==> config.mk <==
export PLATFORM = sky130hd
export DESIGN_NAME = spike_rate_decoder
export DESIGN_NICKNAME = d
export VERILOG_FILES = /design/src/rtl/spike_dec_pkg.sv /design/src/rtl/sat_counter.sv /design/src/rtl/spike_rate_decoder.sv
export SDC_FILE = /design/constraint.sdc
export NUM_CORES = 1
export LEC_CHECK = 0
export ABC_AREA = 1
export BUFFER_PORTS_ARGS = -buffer_cell sky130_fd_sc_hd__buf_2
export CAP_MARGIN = 15
export CORE_MARGIN = 4
export CORE_UTILIZATION = 30
export DETAILED_ROUTE_END_ITERATION = 10
export GPL_ROUTABILITY_DRIVEN = 0
export PLACE_DENSITY_LB_ADDON = 0.12
export REMOVE_ABC_BUFFERS = 1
export SYNTH_ARGS = -nofsm -noshare
export SYNTH_HDL_FRONTEND = slang
export SYNTH_SLANG_ARGS = --single-unit
==> constraint.sdc <==
create_clock -name clk -period 2.6 [get_ports clk]
set_clock_uncertainty 0.05 [all_clocks]
set_input_delay 0.26 -clock clk [delete_from_list [all_inputs] [get_ports clk]]
set_output_delay 0.26 -clock clk [all_outputs]
set_load 0.01 [all_outputs]
==> src/rtl/spike_dec_pkg.sv <==
// Shared constants and saturating-arithmetic helpers for the spike rate decoder.
package spike_dec_pkg;

  localparam int CNT_W    = 8;
  localparam int WIN_W    = 16;
  localparam int WIN_BASE = 8;

  localparam logic [CNT_W-1:0] SAT_MAX = {CNT_W{1'b1}};

  // Adds inc to val and clamps at max_val. Values travel as 32-bit
  // quantities so any counter width up to 31 bits can share this helper.
  function automatic logic [31:0] sat_add(input logic [31:0] val,
                                          input logic [31:0] inc,
                                          input logic [31:0] max_val);
    logic [32:0] sum;
    sum = {1'b0, val} + {1'b0, inc};
    return (sum > {1'b0, max_val}) ? max_val : sum[31:0];
  endfunction

  // All-ones value of a w-bit field, returned as a 32-bit quantity.
  function automatic logic [31:0] max_of(input int w);
    return 32'((64'd1 << w) - 64'd1);
  endfunction

endpackage

==> src/rtl/sat_counter.sv <==
// Saturating up-counter with clear, load-to-one and enable controls.
module sat_counter #(
  parameter int W = spike_dec_pkg::CNT_W
) (
  input  logic         clk,
  input  logic         rst_n,
  input  logic         clear,
  input  logic         load_one,
  input  logic         en,
  input  logic         inc,
  output logic [W-1:0] count
);

  import spike_dec_pkg::*;

  localparam logic [31:0] MAX = max_of(W);

  // Clear beats load, load beats counting; the count holds while disabled
  always_ff @(posedge clk) begin
    if (!rst_n || clear) begin
      count <= '0;
    end else if (load_one) begin
      count <= W'(1);
    end else if (en) begin
      count <= W'(sat_add(32'(count), 32'(inc), MAX));
    end
  end

endmodule

==> src/rtl/spike_rate_decoder.sv <==
// Decodes a neuron spike line into a windowed firing rate and an
// inter-spike interval, each published with a one-cycle valid strobe.
module spike_rate_decoder #(
  parameter int CNT_W    = spike_dec_pkg::CNT_W,
  parameter int WIN_W    = spike_dec_pkg::WIN_W,
  parameter int WIN_BASE = spike_dec_pkg::WIN_BASE
) (
  input  logic             clk,
  input  logic             rst_n,
  input  logic             ena,
  input  logic             spike_in,
  input  logic [2:0]       win_sel,
  output logic [CNT_W-1:0] rate,
  output logic             rate_valid,
  output logic             rate_sat,
  output logic [CNT_W-1:0] isi,
  output logic             isi_valid
);

  import spike_dec_pkg::*;

  localparam logic [31:0] CNT_MAX = max_of(CNT_W);

  logic             spike_prev;
  logic             spk_edge;
  logic             win_end;
  logic             spk_full;
  logic             spk_ovf;
  logic             have_first;
  logic [2:0]       win_len_sel;
  logic [WIN_W-1:0] win_cnt;
  logic [WIN_W-1:0] win_last;
  logic [CNT_W-1:0] spk_cnt;
  logic [CNT_W-1:0] isi_cnt;

  // An edge only counts on enabled cycles; a held-high level counts once
  assign spk_edge = spike_in & ~spike_prev & ena;
  assign win_last = WIN_W'(max_of(WIN_BASE + int'(win_len_sel)));
  assign win_end  = ena & (win_cnt == win_last);
  assign spk_full = (32'(spk_cnt) == CNT_MAX);

  // Spike history follows the line even when disabled, so re-enabling
  // during a high level does not look like a fresh rising edge
  always_ff @(posedge clk) begin
    if (!rst_n) begin
      spike_prev <= 1'b0;
    end else begin
      spike_prev <= spike_in;
    end
  end

  sat_counter #(.W(CNT_W)) u_spk_cnt (
    .clk      (clk),
    .rst_n    (rst_n),
    .clear    (win_end),
    .load_one (1'b0),
    .en       (ena),
    .inc      (spk_edge),
    .count    (spk_cnt)
  );

  sat_counter #(.W(CNT_W)) u_isi_cnt (
    .clk      (clk),
    .rst_n    (rst_n),
    .clear    (1'b0),
    .load_one (spk_edge),
    .en       (ena & have_first),
    .inc      (1'b1),
    .count    (isi_cnt)
  );

  // Window timing and rate publication; spk_ovf remembers that the edge
  // count clipped earlier in the window, since the clipped count alone
  // cannot show it by the time the window closes
  always_ff @(posedge clk) begin
    if (!rst_n) begin
      win_cnt     <= '0;
      win_len_sel <= win_sel;
      spk_ovf     <= 1'b0;
      rate        <= '0;
      rate_sat    <= 1'b0;
      rate_valid  <= 1'b0;
    end else if (ena) begin
      if (win_end) begin
        win_cnt     <= '0;
        win_len_sel <= win_sel;
        spk_ovf     <= 1'b0;
        rate        <= CNT_W'(sat_add(32'(spk_cnt), 32'(spk_edge), CNT_MAX));
        rate_sat    <= spk_ovf | (spk_full & spk_edge);
        rate_valid  <= 1'b1;
      end else begin
        win_cnt     <= win_cnt + WIN_W'(1);
        spk_ovf     <= spk_ovf | (spk_full & spk_edge);
        rate_valid  <= 1'b0;
      end
    end else begin
      rate_valid <= 1'b0;
    end
  end

  // Interval publication; the first edge after reset only arms the measurement
  always_ff @(posedge clk) begin
    if (!rst_n) begin
      have_first <= 1'b0;
      isi        <= '0;
      isi_valid  <= 1'b0;
    end else if (spk_edge) begin
      if (have_first) begin
        isi       <= isi_cnt;
        isi_valid <= 1'b1;
      end else begin
        isi_valid <= 1'b0;
      end
      have_first <= 1'b1;
    end else begin
      isi_valid <= 1'b0;
    end
  end

endmodule
==> metrics.cfg <==
[run_status]
outcome=completed

[cells_and_area]
seq_area_um2=1170
drive_gt1_share_pct=14.0
layout.nets=430
multi_input_area_um2=1390
mostFrequentLayoutCell=nand2_1
num-fill-cells=994
final_cell_mix=nand2_1 (86), dfxtp_1 (54), nor2_1 (43)
stdcell_count=532
n_antenna_cell=0
finish.instance_area_um2=3240
area_growth_pct=15.6

[route]
final_antenna_net_count=0
drt-total-wl_um=6530
drt-wirelength-per-cell_um=12.3
drt_first_iter_violations=123
vias=2455
viasPerCell=4.61
drc=0
firstDrtPassIters=4

[synth]
ys.flop_type=dfxtp_1
yosys_warnings=0
synthDistinctLibCells=30
synth_area_um2=2810
async_reset_ff_share_pct=0
yosysSeqAreaShare_pct=41.7
synth.avg_cell_area_um2=7.29
synth_edf_count=3
synthCells=385
synth_seq_cells=57

[worst_setup_path]
crit_start=win_len_sel[1]
path_max_fanout=13
cp_top_family=simple AND/OR/NAND/NOR gates
crit_path_start_kind=flop
crit_chain=nor2_2, nand2_1, ha_1, inv_1, nand2_1, nand4_1, nand2_1, nor2_4, nand2_4, nand2_2, buf_4, nor2_1
endpoint_kind=flop
cpMostUsedCell=nand2_1
crit_type=reg -> reg
r2r_start=win_len_sel[1]
slowest_stage=edfxtp_1
cp.arrival_ps=2480
crit_buf_inv=2
worstPathRequired_ps=2770
slowest_delay_ps=440

[sta]
period_share_pct=89.0
max-slew-margin-rel_pct=71.6
fin_tns_setup_ps=0
setup_viol=0
hold_violations=0
finalCriticalPeriod_ps=2310
slew_viol_final=0
tightest_slew_ps=424
fin_ws_ps=287
fmaxAchievable_ghz=0.432
rsz0062_at_grt=false

[clock_network]
postCtsSetupRepairBufs=0
cts_made_buffers=9
cts_root_buffer=clkbuf_8
worstSkewPairLatency_ps=330
clk_pin_slew_worst_paths_ps=60
tritoncts=yes
h-tree-depth=3
clock_sinks=57
holdBufCountCts=0
cts-resized-gates=0
clock_path_buffers=2

[place]
post-dp-hpwl_um=4850
dpl-instance-area_um2=3050
place_inst=517
numPortBuffers=25
place_ws_ps=299

[worst_hold_path]
worstHoldStart=win_sel[1]
hold_path.class=in -> reg

[floorplanning]
io_pins=26
start_util_pct=30.6
dieArea_um2=11000
die_x_um=105
coreArea_um2=9150
placementRows=35
die_h_um=105

[power]
power_density_nw_per_um2=578
ir_worst_vdd_v=0.000210
leakage_nw=1.35

[global_route]
antenna_found_initial=0
grt.total_usage_pct=13.0
grt_pass1_wl_um=11500
grt_pass1_vias=2347
grt_max_degree=22
overflow=0

[run]
timing.max_cap.violations=0

-- per-layer routing --
metal	part of all wire (%)	GRT usage, %
met5	0	0
met4	0.74	3.75
met3	3.2	4.39
met2	48	20.8
met1	48	16.7
-- sequential cells by signal, summed over array words and instances (netlist names) --
register         count
have_first           1
isi                  8
isi_valid            1
rate                 8
rate_sat             1
rate_valid           1
spike_prev           1
spk_ovf              1
u_isi_cnt.count      8
u_spk_cnt.count      8
win_cnt             16
win_len_sel          3
-- cells in the mapped netlist (2+ instances only) --
cell / count / area share (%)
nand2_1: 86 / 12
nand4_1: 11 / 2.5
buf_6: 4 / 1.6
o21ai_0: 17 / 3.0
nand3b_1: 3 / 0.80
xor2_1: 11 / 3.4
nor3b_1: 2 / 0.54
o21ai_1: 5 / 0.89
dfxtp_1: 54 / 39
nand3_1: 36 / 6.4
nor2_2: 3 / 0.67
inv_1: 42 / 5.6
a21oi_1: 19 / 3.4
nor3_1: 11 / 2.0
o211ai_1: 4 / 1.1
nor2_1: 43 / 5.8
nor2_4: 2 / 0.80
ha_1: 6 / 2.7
xnor2_1: 6 / 1.9
inv_2: 2 / 0.27
clkbuf_1: 7 / 0.94
edfxtp_1: 3 / 3.2
-- per-stage QoR --
stage / hold WS, ps / util, % / total power, mW
after floorplan: 303 / - / 1.05
after global placement: 400 / 33.4 / 1.11
after detailed placement: 402 / 33.4 / 1.10
after CTS: 49.1 / 35.4 / 1.92
after global routing: 40.3 / 35.4 / 1.98
final: 70.4 / 35.4 / 1.87
-- final cells by class --
class / instances / area share [%]
tap: 111 / 4.28
sequential: 57 / 36.1
clock buffer: 13 / 5.56
timing repair buffer: 33 / 5.71
inverter: 44 / 5.09
clock inverter: 2 / 0.309
multi-input combinational: 272 / 42.9
-- logic make-up (layout without fill, tap and decap cells) --
kind of cell | count (synthesis) | in the layout | share of synthesized area, %
flops | 57 | 57 | 41.7
simple gates | 201 | 201 | 32.5
compound gates | 48 | 48 | 9.19
buf+inv | 56 | 92 | 8.61
xor+xnor | 17 | 17 | 5.31
fa+ha+maj | 6 | 6 | 2.68
-- path summary, 6_finish.rpt --
| kind | to | slack [ps] | depth (start not counted) |
|---|---|---|---|
| setup / recovery | u_spk_cnt.count[7] | 290 | 12 |
| hold / removal | win_len_sel[1] | 70 | 1 |
| setup reg to reg | u_spk_cnt.count[7] | 290 | 12 |
| hold reg to reg | isi[7] | 410 | 2 |
-- report_power, final --
group / internal [mW] / switching [mW]
clock: 0.448 / 0.342
sequential: 0.902 / 0.0218
combinational: 0.0541 / 0.106
Power figures use the tool's default switching activity.
